--- config.mk ---
export PLATFORM = sky130hd
export DESIGN_NAME = interleaver_ctrl_flat
export DESIGN_NICKNAME = d
export VERILOG_FILES = /design/src/rtl/phy_pkg.sv /design/src/rtl/interleaver_ctrl_if.sv /design/src/rtl/rate_lut.sv /design/src/rtl/interleaver_ctrl.sv /design/src/flat_wrapper.sv
export SDC_FILE = /design/constraint.sdc
export NUM_CORES = 1
export LEC_CHECK = 0
export CAP_MARGIN = 20
export CORE_UTILIZATION = 50
export DETAILED_ROUTE_END_ITERATION = 7
export GPL_TIMING_DRIVEN = 0
export PLACE_DENSITY = 0.68
export RECOVER_POWER = 50
export SYNTH_ARGS = -nofsm -noshare
export SYNTH_HDL_FRONTEND = slang
export SYNTH_SLANG_ARGS = --single-unit
--- constraint.sdc ---
create_clock -name iClk -period 10.6 [get_ports iClk]
set_clock_uncertainty 0.15 [all_clocks]
set_input_delay 1.06 -clock iClk [delete_from_list [all_inputs] [get_ports iClk]]
set_output_delay 1.06 -clock iClk [all_outputs]
set_load 0.03 [all_outputs]
--- src/rtl/phy_pkg.sv ---
// phy_pkg: shared 802.11a PHY rate codes, coded-bit sizes and interleaver controller states
package phy_pkg;
  localparam logic [3:0] RATE_6  = 4'b1101;
  localparam logic [3:0] RATE_9  = 4'b1111;
  localparam logic [3:0] RATE_12 = 4'b0101;
  localparam logic [3:0] RATE_18 = 4'b0111;
  localparam logic [3:0] RATE_24 = 4'b1001;
  localparam logic [3:0] RATE_36 = 4'b1011;
  localparam logic [3:0] RATE_48 = 4'b0001;
  localparam logic [3:0] RATE_54 = 4'b0011;
  localparam logic [8:0] NCBPS_48  = 9'd48;
  localparam logic [8:0] NCBPS_96  = 9'd96;
  localparam logic [8:0] NCBPS_192 = 9'd192;
  localparam logic [8:0] NCBPS_288 = 9'd288;
  typedef enum logic [2:0] {IDLE, CFG, GAP, FEED, DRAIN, DONE} state_t;
  typedef struct packed {
    logic [8:0] ncbps;
    logic       legal;
  } rate_info_t;
  function automatic rate_info_t rate_info(input logic [3:0] rate);
    rate_info_t r;
    r.legal = 1'b1;
    case (rate)
      RATE_6, RATE_9:   r.ncbps = NCBPS_48;
      RATE_12, RATE_18: r.ncbps = NCBPS_96;
      RATE_24, RATE_36: r.ncbps = NCBPS_192;
      RATE_48, RATE_54: r.ncbps = NCBPS_288;
      default: begin
        r.ncbps = '0;
        r.legal = 1'b0;
      end
    endcase
    return r;
  endfunction
endpackage

--- src/rtl/interleaver_ctrl_if.sv ---
// interleaver_ctrl_if: frame request, upstream bit handshake and interleaver-side signals
interface interleaver_ctrl_if #(parameter int SYM_W = 10);
  logic             iStart;
  logic [3:0]       iRate;
  logic [SYM_W-1:0] iNumSym;
  logic             iBitValid;
  logic             iBit;
  logic             oBitReady;
  logic             oIntRateEN;
  logic [3:0]       oIntRate;
  logic             oIntEN;
  logic             oIntData;
  logic             iIntValid;
  logic             oBusy;
  logic             oSymDone;
  logic             oDone;
  logic             oErr;
  modport master (
    input  iStart, iRate, iNumSym, iBitValid, iBit, iIntValid,
    output oBitReady, oIntRateEN, oIntRate, oIntEN, oIntData, oBusy, oSymDone, oDone, oErr
  );
  modport slave (
    output iStart, iRate, iNumSym, iBitValid, iBit, iIntValid,
    input  oBitReady, oIntRateEN, oIntRate, oIntEN, oIntData, oBusy, oSymDone, oDone, oErr
  );
endinterface

--- src/rtl/rate_lut.sv ---
// rate_lut: combinational 802.11a RATE -> coded bits per symbol with legality flag
module rate_lut
  import phy_pkg::*;
(
  input  logic [3:0] iRate,
  output logic [8:0] oNcbps,
  output logic       oLegal
);
  rate_info_t info;
  assign info   = rate_info(iRate);
  assign oNcbps = info.ncbps;
  assign oLegal = info.legal;
endmodule

--- src/rtl/interleaver_ctrl.sv ---
// interleaver_ctrl: configures the TX interleaver, feeds NumSym*N_CBPS coded bits into it
// and counts its output bits to signal frame completion or a drain timeout.
module interleaver_ctrl
  import phy_pkg::*;
#(
  parameter int SYM_W   = 10,
  parameter int TIMEOUT = 1023
) (
  input logic               iClk,
  input logic               iRst_n,
  interleaver_ctrl_if.master bus
);
  localparam int TOT_W = SYM_W + 9;
  localparam int WD_W  = $clog2(TIMEOUT + 1);
  state_t           state;
  logic [3:0]       rate_q;
  logic [8:0]       ncbps, lut_ncbps;
  logic             lut_legal;
  logic [SYM_W-1:0] num_sym, sym_cnt;
  logic [8:0]       bit_cnt;
  logic [TOT_W-1:0] tot, out_cnt, out_nxt;
  logic [WD_W-1:0]  wd;
  logic             xfer, sym_end, last_bit, cnt_en, sym_done, err;
  rate_lut u_rate_lut (.iRate(bus.iRate), .oNcbps(lut_ncbps), .oLegal(lut_legal));
  assign xfer     = state == FEED && bus.iBitValid;
  assign sym_end  = bit_cnt == ncbps - 9'd1;
  assign last_bit = xfer && sym_end && sym_cnt == num_sym - SYM_W'(1);
  assign cnt_en   = (state == FEED || state == DRAIN) && bus.iIntValid;
  assign out_nxt  = out_cnt + TOT_W'(cnt_en);
  assign bus.oBitReady  = state == FEED;
  assign bus.oIntEN     = xfer;
  assign bus.oIntData   = xfer && bus.iBit;
  assign bus.oIntRateEN = state == CFG;
  assign bus.oIntRate   = rate_q;
  assign bus.oBusy      = state != IDLE;
  assign bus.oDone      = state == DONE;
  assign bus.oSymDone   = sym_done;
  assign bus.oErr       = err;
  always_ff @(posedge iClk or negedge iRst_n) begin
    if (!iRst_n) begin
      state    <= IDLE;
      rate_q   <= '0;
      ncbps    <= '0;
      num_sym  <= '0;
      sym_cnt  <= '0;
      bit_cnt  <= '0;
      tot      <= '0;
      out_cnt  <= '0;
      wd       <= '0;
      sym_done <= 1'b0;
      err      <= 1'b0;
    end else begin
      sym_done <= xfer && sym_end;
      err      <= 1'b0;
      if (cnt_en) out_cnt <= out_nxt;
      case (state)
        IDLE: if (bus.iStart) begin
          if (lut_legal && bus.iNumSym != '0) begin
            state   <= CFG;
            rate_q  <= bus.iRate;
            ncbps   <= lut_ncbps;
            num_sym <= bus.iNumSym;
          end else begin
            err <= 1'b1;
          end
        end
        CFG: begin
          state   <= GAP;
          tot     <= TOT_W'(num_sym) * TOT_W'(ncbps);
          sym_cnt <= '0;
          bit_cnt <= '0;
          out_cnt <= '0;
        end
        GAP: state <= FEED;
        FEED: begin
          wd <= WD_W'(1);
          if (xfer) begin
            bit_cnt <= sym_end ? '0 : bit_cnt + 9'd1;
            if (sym_end) sym_cnt <= sym_cnt + SYM_W'(1);
            if (last_bit) state <= DRAIN;
          end
        end
        DRAIN: begin
          // wd holds the number of cycles elapsed since the last interleaver output bit
          if (out_nxt >= tot) begin
            state <= DONE;
          end else if (bus.iIntValid) begin
            wd <= WD_W'(1);
          end else if (wd >= WD_W'(TIMEOUT - 1)) begin
            err   <= 1'b1;
            state <= IDLE;
          end else begin
            wd <= wd + WD_W'(1);
          end
        end
        DONE: state <= IDLE;
        default: state <= IDLE;
      endcase
    end
  end
endmodule
--- src/flat_wrapper.sv ---
// flat-port wrapper written by rule: the top's interface ports become plain ports
module interleaver_ctrl_flat import phy_pkg::*;
#(
  parameter int SYM_W   = 10,
  parameter int TIMEOUT = 1023
)
  (iClk, iRst_n, bus_iStart, bus_iRate, bus_iNumSym, bus_iBitValid, bus_iBit, bus_iIntValid, bus_oBitReady, bus_oIntRateEN, bus_oIntRate, bus_oIntEN, bus_oIntData, bus_oBusy, bus_oSymDone, bus_oDone, bus_oErr);
  interleaver_ctrl_if #(.SYM_W(SYM_W)) bus_i ();
  input logic iClk;
  input logic iRst_n;
  input wire logic [$bits(bus_i.iStart)-1:0] bus_iStart;
  input wire logic [$bits(bus_i.iRate)-1:0] bus_iRate;
  input wire logic [$bits(bus_i.iNumSym)-1:0] bus_iNumSym;
  input wire logic [$bits(bus_i.iBitValid)-1:0] bus_iBitValid;
  input wire logic [$bits(bus_i.iBit)-1:0] bus_iBit;
  input wire logic [$bits(bus_i.iIntValid)-1:0] bus_iIntValid;
  output wire logic [$bits(bus_i.oBitReady)-1:0] bus_oBitReady;
  output wire logic [$bits(bus_i.oIntRateEN)-1:0] bus_oIntRateEN;
  output wire logic [$bits(bus_i.oIntRate)-1:0] bus_oIntRate;
  output wire logic [$bits(bus_i.oIntEN)-1:0] bus_oIntEN;
  output wire logic [$bits(bus_i.oIntData)-1:0] bus_oIntData;
  output wire logic [$bits(bus_i.oBusy)-1:0] bus_oBusy;
  output wire logic [$bits(bus_i.oSymDone)-1:0] bus_oSymDone;
  output wire logic [$bits(bus_i.oDone)-1:0] bus_oDone;
  output wire logic [$bits(bus_i.oErr)-1:0] bus_oErr;
  assign bus_i.iStart = bus_iStart;
  assign bus_i.iRate = bus_iRate;
  assign bus_i.iNumSym = bus_iNumSym;
  assign bus_i.iBitValid = bus_iBitValid;
  assign bus_i.iBit = bus_iBit;
  assign bus_i.iIntValid = bus_iIntValid;
  assign bus_oBitReady = bus_i.oBitReady;
  assign bus_oIntRateEN = bus_i.oIntRateEN;
  assign bus_oIntRate = bus_i.oIntRate;
  assign bus_oIntEN = bus_i.oIntEN;
  assign bus_oIntData = bus_i.oIntData;
  assign bus_oBusy = bus_i.oBusy;
  assign bus_oSymDone = bus_i.oSymDone;
  assign bus_oDone = bus_i.oDone;
  assign bus_oErr = bus_i.oErr;
  interleaver_ctrl #(.SYM_W(SYM_W), .TIMEOUT(TIMEOUT)) u_core (.iClk(iClk), .iRst_n(iRst_n), .bus(bus_i));
endmodule
==> flow_summary.ini, run 1 <==
[setup_path]
worst-endpoint-arrival_ns = 5.82
critPathCaptureType = flop
worst-r2r-setup-slack_ns = 5.18
crit_path_start_kind = primary input
timing_worst_setup_path_type = primary input to flop
crit_fanout = 11
worstPathRequired_ns = 10.69

[final_layout]
mostFrequentLayoutCell = dfrtp_1
layout_cells_excl_fill = 965
final_layout_size_suffix_gt1_share_pct = 6.46
utilization_pct = 57.1
num-nets-final = 892
insertedDiodeCount = 0
area_growth_syn_to_layout_pct = 11.7
fin_area_mm2 = 0.00753
mostFrequentLayoutCells = dfrtp_1, nand2_1, ha_1

[sta]
final_min_period_over_clock_period_pct = 54.1
rsz0062_at_grt = false
max_clock_freq_mhz = 174
setup-tns-final_ns = 0
timing.final.max_slew_violations = 68
timing.slew.headroom_pct = -143
holdWs_ns = 0.330
final.min_clock_period_ns = 5.73
hold_viol_final = 0
worst-slew-pin-transition_ns = 3.65
setup_slack_ns = 4.87
finalSetupViolations = 0

[clock_network]
cts-resized-gates = 0
cts-root-to-sink-buffers = 2
numClockSinks = 87
clock_insertion_delay_worst_skew_ns = 0.36
cts_tree = built
htree_num_levels = 3
numCtsBuffers = 9
clk_pin_slew_ns = 0.06
clk_root_buffer_cell = clkbuf_16
cts_post_setup_buffers_inserted = 0
cts_hold_buf = 0

[drt]
drt_first_iter_violations = 381
antenna_violating_nets_left = 0
dr_total_vias = 5460
detail_route.wl_per_cell_um = 15.5
first_pass_iters = 7
wl_um = 14900
post_drt_via_cell_ratio = 5.66
remaining_design_rule_violation_count = 0

[pwr]
power_per_cell_area_mw_per_mm2 = 107
power_leakage_nw = 3.56
worst_ir_drop_vdd_mv = 0.0748
p_total_mw = 0.804

[synthesis]
main_combinational_cell_family_by_area_after_synthesis = simple AND/OR/NAND/NOR gates
ys_async_sr_fraction_pct = 100
mean_instance_size_in_the_synthesized_netlist_um2 = 9.10
netlist-cell-type-count = 62
synth_area_leaders = dfrtp_1, ha_1, fa_1
synth-simple-area-share_pct = 20.4
yosys-mux-area-fraction_pct = 2.91
yosys_warnings = 0
dominantRegCellSynth = dfrtp_1
synth-edff-count = 0
synthesis.nets = 849
synth.top_cell.area_share_pct = 32.3
synth_xor_xnor_area_share_pct = 5.72
synthesis.area_mm2 = 0.00674
yosys.area_share.adder_pct = 19.1
synth_sequential_area_ratio_pct = 32.3
synth_seq_cells = 87
synthesized_instance_count = 741
yosys.area.top_type = dfrtp_1
synth_compound_gate_area_share_pct = 14.1

[global_routing]
grt_pass1_vias = 5579
grt_antenna_before_repair = 0
grt_max_degree = 68
global_route_wire_length_before_repair_um = 26000
global_route_total_usage_across_every_layer_pct = 23.2
overflow = 0

[status]
run_status = finished with violations
failed_checks = capacitance limit, slew limit

[placed_design]
placedInstanceArea_mm2 = 0.00730
dpl.cell_count = 949
port_buffers = 31
dp_hpwl_um = 11400
gpl.final_weighted_congestion = 0.849
post-place-ws_ns = 4.50

[die]
floorplan.initialDensity_pct = 51.1
dieArea_mm2 = 0.0140
die-width_um = 118
boundaryPins = 32
placeableCoreArea_mm2 = 0.0132
floorplan_die_height_um = 118
number_of_placement_rows = 42

[worst_hold_path]
class_of_the_worst_hold_path = flop to flop

[flow_run]
cap_violations = 1
[layout make-up]
type,instances,area [um^2]
clock inverters,5,33.8
clock buffers,11,233
flip-flops and latches,87,2180
fillers,1190,5660
plain buffers,32,138
repair buffers,32,308
well taps,176,220
inverters,61,229
multi-input cells,561,4190
[Yosys cell counts, types with 4 or more instances]
cell and instances:
dfrtp_1 87, nand2_1 81, ha_1 63, inv_1 61, nor2_1 44, o21ai_0 37
nand3_1 36, and2_1 33, a21oi_1 30, fa_1 25, xnor2_1 25, clkbuf_1 23
xor2_1 19, and3_1 13, mux2_2 13, o31ai_1 12, a22o_1 11, nor3_1 11
buf_2 7, a31oi_1 6, nand4_1 6, or2_2 6, a211oi_1 5, mux2i_1 5
nor2b_1 5, nor4_1 5, o211ai_1 5, nand2b_1 4, o22ai_1 4, o2bb2ai_1 4
[per-layer routing]
layer  track usage, %  part of all wire (%)
met1             29.9                    47
met2             39.0                    48
met3             4.46                   3.5
met4             7.69                   1.7
met5                0                     0
[power by group]
group	internal, mW	switching (mW)
clock network	0.159	0.139
registers	0.353	0.0221
logic	0.0571	0.0743
total	0.569	0.235
[state kept, by name, indices dropped and copies added (netlist names)]
| register | cells |
|---|---|
| u_core.sym_cnt | 10 |
| u_core.out_cnt | 19 |
| u_core.bus.oIntRate | 4 |
| u_core.bus.oErr | 1 |
| u_core.ncbps | 5 |
| u_core.wd | 10 |
| u_core.bit_cnt | 9 |
| u_core.tot | 15 |
| u_core.bus.oSymDone | 1 |
| u_core.state | 3 |
| u_core.num_sym | 10 |
[logic make-up (layout without fill, tap and decap cells)]
group,count (synthesis),count (layout)
AO/OA/AOI/OAI,142,142
multiplexers,18,18
XOR/XNOR,44,44
adder cells (fa/ha/maj),88,88
flip-flops,87,87
AND/OR/NAND/NOR,269,269
buffers and inverters,93,141
[worst max-delay path: stages]
cell	delay, ns
clkdlybuf4s50_1	0.54
o21ai_2	0.18
inv_1	0.11
clkbuf_1	0.35
buf_2	0.32
ha_1	0.19
ha_1	0.18
nand3_1	0.24
nor3_1	0.54
nand3_1	0.24
xnor2_1	0.19
ha_1	0.20
a211oi_1	0.20
o21ai_0	0.11
a31oi_1	0.24
nand3_1	0.18
clkbuf_1	0.26
a22o_1	0.25
a22o_1	0.23
[worst paths after layout]
check,startpoint,endpoint,depth (start not counted)
min in group asynchronous,iRst_n,u_core.out_cnt[9],1
worst min register to register,u_core.tot[18],u_core.tot[18],2
worst max register to register,u_core.state[0],u_core.wd[6],20
worst max-delay path,bus_iIntValid,u_core.wd[6],19
max in group asynchronous,iRst_n,u_core.bit_cnt[7],2
worst min-delay path,u_core.tot[18],u_core.tot[18],2
No activity file was read; power rests on OpenSTA's default activity.
==> run 2, diff against run 1 <==
- clock period: 10.6 -> 5.4 ns (I/O delays scaled with it)
==> flow_summary.ini, run 2 (synthesis results as in run 1) <==
[placed_design]
port_buffers = 31
placedInstanceArea_mm2 = 0.00730
dp_hpwl_um = 11400
gpl.final_weighted_congestion = 0.849
dpl.cell_count = 949

[setup_path]
critPathCaptureType = flop
timing_worst_setup_path_type = flop to flop
critPathLaunch = u_core.ncbps[7]
worst_r2r_startpoint = u_core.ncbps[7]
crit_fanout = 10
worstPathRequired_ns = 5.47
worst-endpoint-arrival_ns = 5.16
crit_path_start_kind = flop

[final_layout]
mostFrequentLayoutCells = dfrtp_1, nand2_1, ha_1
top_flop_regs = u_core.out_cnt: 19 flops, u_core.tot: 15 flops
layout_cells_excl_fill = 967
area_growth_syn_to_layout_pct = 12.4
largest_register = u_core.out_cnt
insertedDiodeCount = 0
largest_reg_flops = 19
num-nets-final = 894
fin_area_mm2 = 0.00758
final_layout_size_suffix_gt1_share_pct = 7.33
mostFrequentLayoutCell = dfrtp_1

[clock_network]
clock_insertion_delay_worst_skew_ns = 0.35
clk_root_buffer_cell = clkbuf_16
clk_pin_slew_ns = 0.06
numCtsBuffers = 9
cts_tree = built
numClockSinks = 87
cts-root-to-sink-buffers = 2
htree_num_levels = 3

[drt]
top_layer_used = met4
detail_route.wl_per_cell_um = 15.5
m1WireLength_um = 7050
antenna_violating_nets_left = 0
post_drt_via_cell_ratio = 5.67
dr_total_vias = 5484
drt_first_iter_violations = 342
wl_met3_um = 565
remaining_design_rule_violation_count = 0
first_pass_iters = 5
wl_met2_um = 7120
wl_um = 15000

[global_routing]
grt_max_degree = 68
overflow = 0
global_route_wire_length_before_repair_um = 26000
grt_pass1_vias = 5581
global_route_total_usage_across_every_layer_pct = 23.2
grt_antenna_before_repair = 0

[sta]
final.min_clock_period_ns = 5.10
hold_viol_final = 0
finalSetupViolations = 0
setup-tns-final_ns = 0
holdWs_ns = 0.325
rsz0062_at_grt = false
timing.final.max_slew_violations = 68
max_clock_freq_mhz = 196
timing.slew.headroom_pct = -13.3
final_min_period_over_clock_period_pct = 94.4
worst-slew-pin-transition_ns = 1.70

[pwr]
power_per_cell_area_mw_per_mm2 = 208
power_leakage_nw = 3.61
worst_ir_drop_vdd_mv = 0.145

[die]
number_of_placement_rows = 42
placeableCoreArea_mm2 = 0.0132
dieArea_mm2 = 0.0140
floorplan_die_height_um = 118
boundaryPins = 32
floorplan.initialDensity_pct = 51.1
die-width_um = 118

[flow_run]
cap_violations = 1

[status]
run_status = finished with violations
failed_checks = capacitance limit, slew limit

[worst_hold_path]
holdCritStartpoint = u_core.bus.oIntRate[0]
class_of_the_worst_hold_path = flop to flop
-- run 2: cell count changes in the layout (fill, tap and decap cells not counted), moves of 2 or more --
cell,change
clkdlybuf4s50_1,-4
clkbuf_1,-2
buf_4,+2
dlygate4sd3_1,+5
-- run 2: metal layers --
metal | global-route usage, % | up-vias
met5 | 0 | -
met4 | 7.69 | 0
met3 | 4.46 | 19
met2 | 39.0 | 115
met1 | 29.9 | 2689
li1 | - | 2661
-- run 2: final timing paths --
check | slack (ns) | depth (start not counted) | end
min in group asynchronous | 0.75 | 2 | u_core.out_cnt[9]
max in group asynchronous | 2.12 | 3 | u_core.bit_cnt[7]
min reg2reg | 0.33 | 1 | u_core.bus.oIntRate[0]
max reg2reg | 0.30 | 15 | u_core.tot[18]
max | 0.30 | 15 | u_core.tot[18]
min | 0.33 | 1 | u_core.bus.oIntRate[0]
-- run 2: through the flow --
step	total power, mW	utilization, %	worst slack (ns)
5_1_grt	1.66	57.5	0.0139
3_3_place_gp	0.996	55.1	-0.184
4_1_cts	1.60	57.5	0.0438
3_5_place_dp	1.01	55.3	-0.177
6_report	1.58	57.5	0.305
2_1_floorplan	0.917	-	0.842
-- run 2: area by class of cell --
cell class	instances	area (um^2)
fill	1183	5610
multi-input combinational	561	4220
clock inverter	5	33.8
inverter	61	229
tap	176	220
buffer	31	134
sequential	87	2180
timing repair buffer	35	334
clock buffer	11	233
-- run 2: worst max-delay path: stages, from the launching register on --
cell	delay (ns)
dfrtp_1	0.43
clkbuf_1	0.39
nand2_1	0.14
fa_1	0.52
fa_1	0.52
fa_1	0.55
inv_1	0.04
ha_1	0.29
ha_1	0.22
fa_1	0.40
a21oi_1	0.21
o211ai_1	0.17
o41ai_1	0.46
o21ai_0	0.22
xnor2_1	0.18
o21ai_0	0.08
-- run 2: power by group --
group | switching (mW) | total (mW) | leakage [nW] | internal (mW)
clock network | 0.274 | 0.586 | 0.126 | 0.312
logic | 0.146 | 0.259 | 2.34 | 0.113
registers | 0.0434 | 0.735 | 1.14 | 0.692
-- run 2: timing repair --
item	CTS	global route
setup endpoints to repair	3	11
gates resized for setup	1	4
endpoints found under the hold margin	20	0
pin swaps	0	1
hold buffers	1	0
buffers inserted	0	2
==> run 3, diff against run 2 <==
- PLACE_DENSITY: 0.68 -> not set
- PLACE_DENSITY_LB_ADDON: not set -> 0.15
- clock period: 5.4 -> 4.7 ns (I/O delays scaled with it)
==> flow_summary.ini, run 3 (synthesis results as in run 1) <==
[sta]
worst-slew-pin-transition_ns = 1.87
finalSetupViolations = 0
final_min_period_over_clock_period_pct = 95.6
setup-tns-final_ns = 0
timing.slew.headroom_pct = -24.7
max_clock_freq_mhz = 223
hold_viol_final = 0
final.min_clock_period_ns = 4.49
rsz0062_at_grt = false
timing.final.max_slew_violations = 36
setup_slack_ns = 0.207

[drt]
dr_total_vias = 5428
wl_um = 15400
detail_route.wl_per_cell_um = 15.8
remaining_design_rule_violation_count = 0
first_pass_iters = 5
drt_first_iter_violations = 335
antenna_violating_nets_left = 0
post_drt_via_cell_ratio = 5.58

[die]
die-width_um = 118
floorplan_die_height_um = 118
dieArea_mm2 = 0.0140
boundaryPins = 32
placeableCoreArea_mm2 = 0.0132
floorplan.initialDensity_pct = 51.1
number_of_placement_rows = 42

[final_layout]
area_growth_syn_to_layout_pct = 14.9
final_layout_size_suffix_gt1_share_pct = 11.2
insertedDiodeCount = 0
footprint_of_the_multi_input_gates_mm2 = 0.00428
num-nets-final = 900
mostFrequentLayoutCells = dfrtp_1, nand2_1, ha_1
top_flop_regs = u_core.out_cnt: 19 flops, u_core.tot: 15 flops
largest_reg_flops = 19
mostFrequentLayoutCell = dfrtp_1
fin_area_mm2 = 0.00774
num-fill-cells = 1200
largest_register = u_core.out_cnt
sequential_cell_area_mm2 = 0.00218

[setup_path]
worstRegToRegCells = 15
crit_path_start_kind = flop
critPathLaunch = u_core.num_sym[2]
worst-r2r-setup-slack_ns = 0.21
worstPathRequired_ns = 4.84
worst_r2r_startpoint = u_core.num_sym[2]
worst-endpoint-arrival_ns = 4.63
timing_worst_setup_path_type = flop to flop
crit_fanout = 10
timing.rr.end = u_core.tot[17]
critPathCaptureType = flop
worst_setup_path_endpoint = u_core.tot[17]

[placed_design]
port_buffers = 31
placedInstanceArea_mm2 = 0.00730
post-place-ws_ns = -0.866
dp_hpwl_um = 11500
gpl.final_weighted_congestion = 0.806

[clock_network]
cts-root-to-sink-buffers = 2
cts_tree = built
clk_root_buffer_cell = clkbuf_16
htree_num_levels = 3
clock_insertion_delay_worst_skew_ns = 0.35
clk_pin_slew_ns = 0.07
numClockSinks = 87
numCtsBuffers = 9

[global_routing]
grt_max_degree = 54
overflow = 0
global_route_total_usage_across_every_layer_pct = 23.2
grt_antenna_before_repair = 0
global_route_wire_length_before_repair_um = 25700
grt_pass1_vias = 5361

[status]
failed_checks = capacitance limit, slew limit
run_status = finished with violations

[pwr]
power_leakage_nw = 3.69
worst_ir_drop_vdd_mv = 0.191
power_per_cell_area_mw_per_mm2 = 238

[worst_hold_path]
hold-path-cell-count = 1
class_of_the_worst_hold_path = flop to flop

[flow_run]
cap_violations = 1
==> run 3: changes by cell type in the layout (fill, tap and decap cells not counted), moves of 2 or more <==
cell and change:
a21oi_1 -3, a21oi_2 +3, buf_2 -2, buf_4 +14
clkbuf_1 -9, dfrtp_1 -4, dfrtp_2 +4, xnor2_1 -2
xnor2_2 +2
==> run 3: how the worst min path moves through the flow <==
| stage | slack, ns | end | from |
|---|---|---|---|
| after global routing | 0.35 | u_core.bus.oIntRate[0] | u_core.bus.oIntRate[0] |
| final | 0.32 | u_core.bus.oIntRate[0] | u_core.bus.oIntRate[0] |
| after floorplan | 0.02 | u_core.bit_cnt[0] | iRst_n |
| after global placement | 0.31 | u_core.bus.oIntRate[0] | u_core.bus.oIntRate[0] |
| after CTS | 0.33 | u_core.bus.oIntRate[0] | u_core.bus.oIntRate[0] |
| after detailed placement | 0.31 | u_core.bus.oIntRate[0] | u_core.bus.oIntRate[0] |
==> run 3: what timing repair did <==
action                     4_1_cts  5_1_grt
gates cloned                     1        0
hold endpoints to repair        34        0
pin swaps                        2        5
resized for setup               13       17
setup endpoints to repair       18       14
hold buffers                     1        0
buffers inserted                 2       13
==> run 3: worst max-delay path, cell delays in order, from the launching register on <==
cell	delay (ns)
dfrtp_1	0.39
buf_6	0.15
and2_1	0.17
fa_1	0.50
inv_1	0.05
fa_1	0.48
fa_1	0.54
inv_1	0.07
ha_4	0.25
ha_1	0.30
a21oi_2	0.17
o31ai_2	0.10
o31a_1	0.29
or4_1	0.43
a211o_1	0.31
nand3_1	0.08
==> run 3: routing by layer <==
metal  wire length (um)  up-vias  global-route usage [%]  part of all wire (%)
met1               7310     2623                    30.5                    47
met3                498       21                    4.60                   3.2
li1                   -     2675                       -                     -
met4                323        0                    9.38                   2.1
met5                  0        -                       0                     0
met2               7290      109                    37.5                    47
==> run 3: cell type report <==
type / instances / share of cell area, %
Multi-Input combinational cell: 561 / 55.3
Sequential cell: 87 / 28.2
Timing Repair Buffer: 48 / 5.57
Clock buffer: 11 / 3.13
Inverter: 61 / 2.99
Tap cell: 176 / 2.84
Buffer: 23 / 1.45
Clock inverter: 5 / 0.436
Timing Repair inverter: 1 / 0.0969
==> run 3: power by group <==
| group | internal (mW) | switching [mW] |
|---|---|---|
| clock network | 0.372 | 0.311 |
| logic | 0.137 | 0.168 |
| registers | 0.795 | 0.0573 |
==> run 3: metrics by stage <==
stage                     utilization [%]  power [mW]  std cells  hold slack (ns)
after detailed placement             55.3        1.16        949            0.308
after global placement               55.1        1.14        948            0.306
after CTS                            57.8        1.85        962            0.329
after global routing                 58.7        1.94        973            0.345
final                                58.7        1.84        973            0.319
after floorplan                         -        1.05        741           0.0244
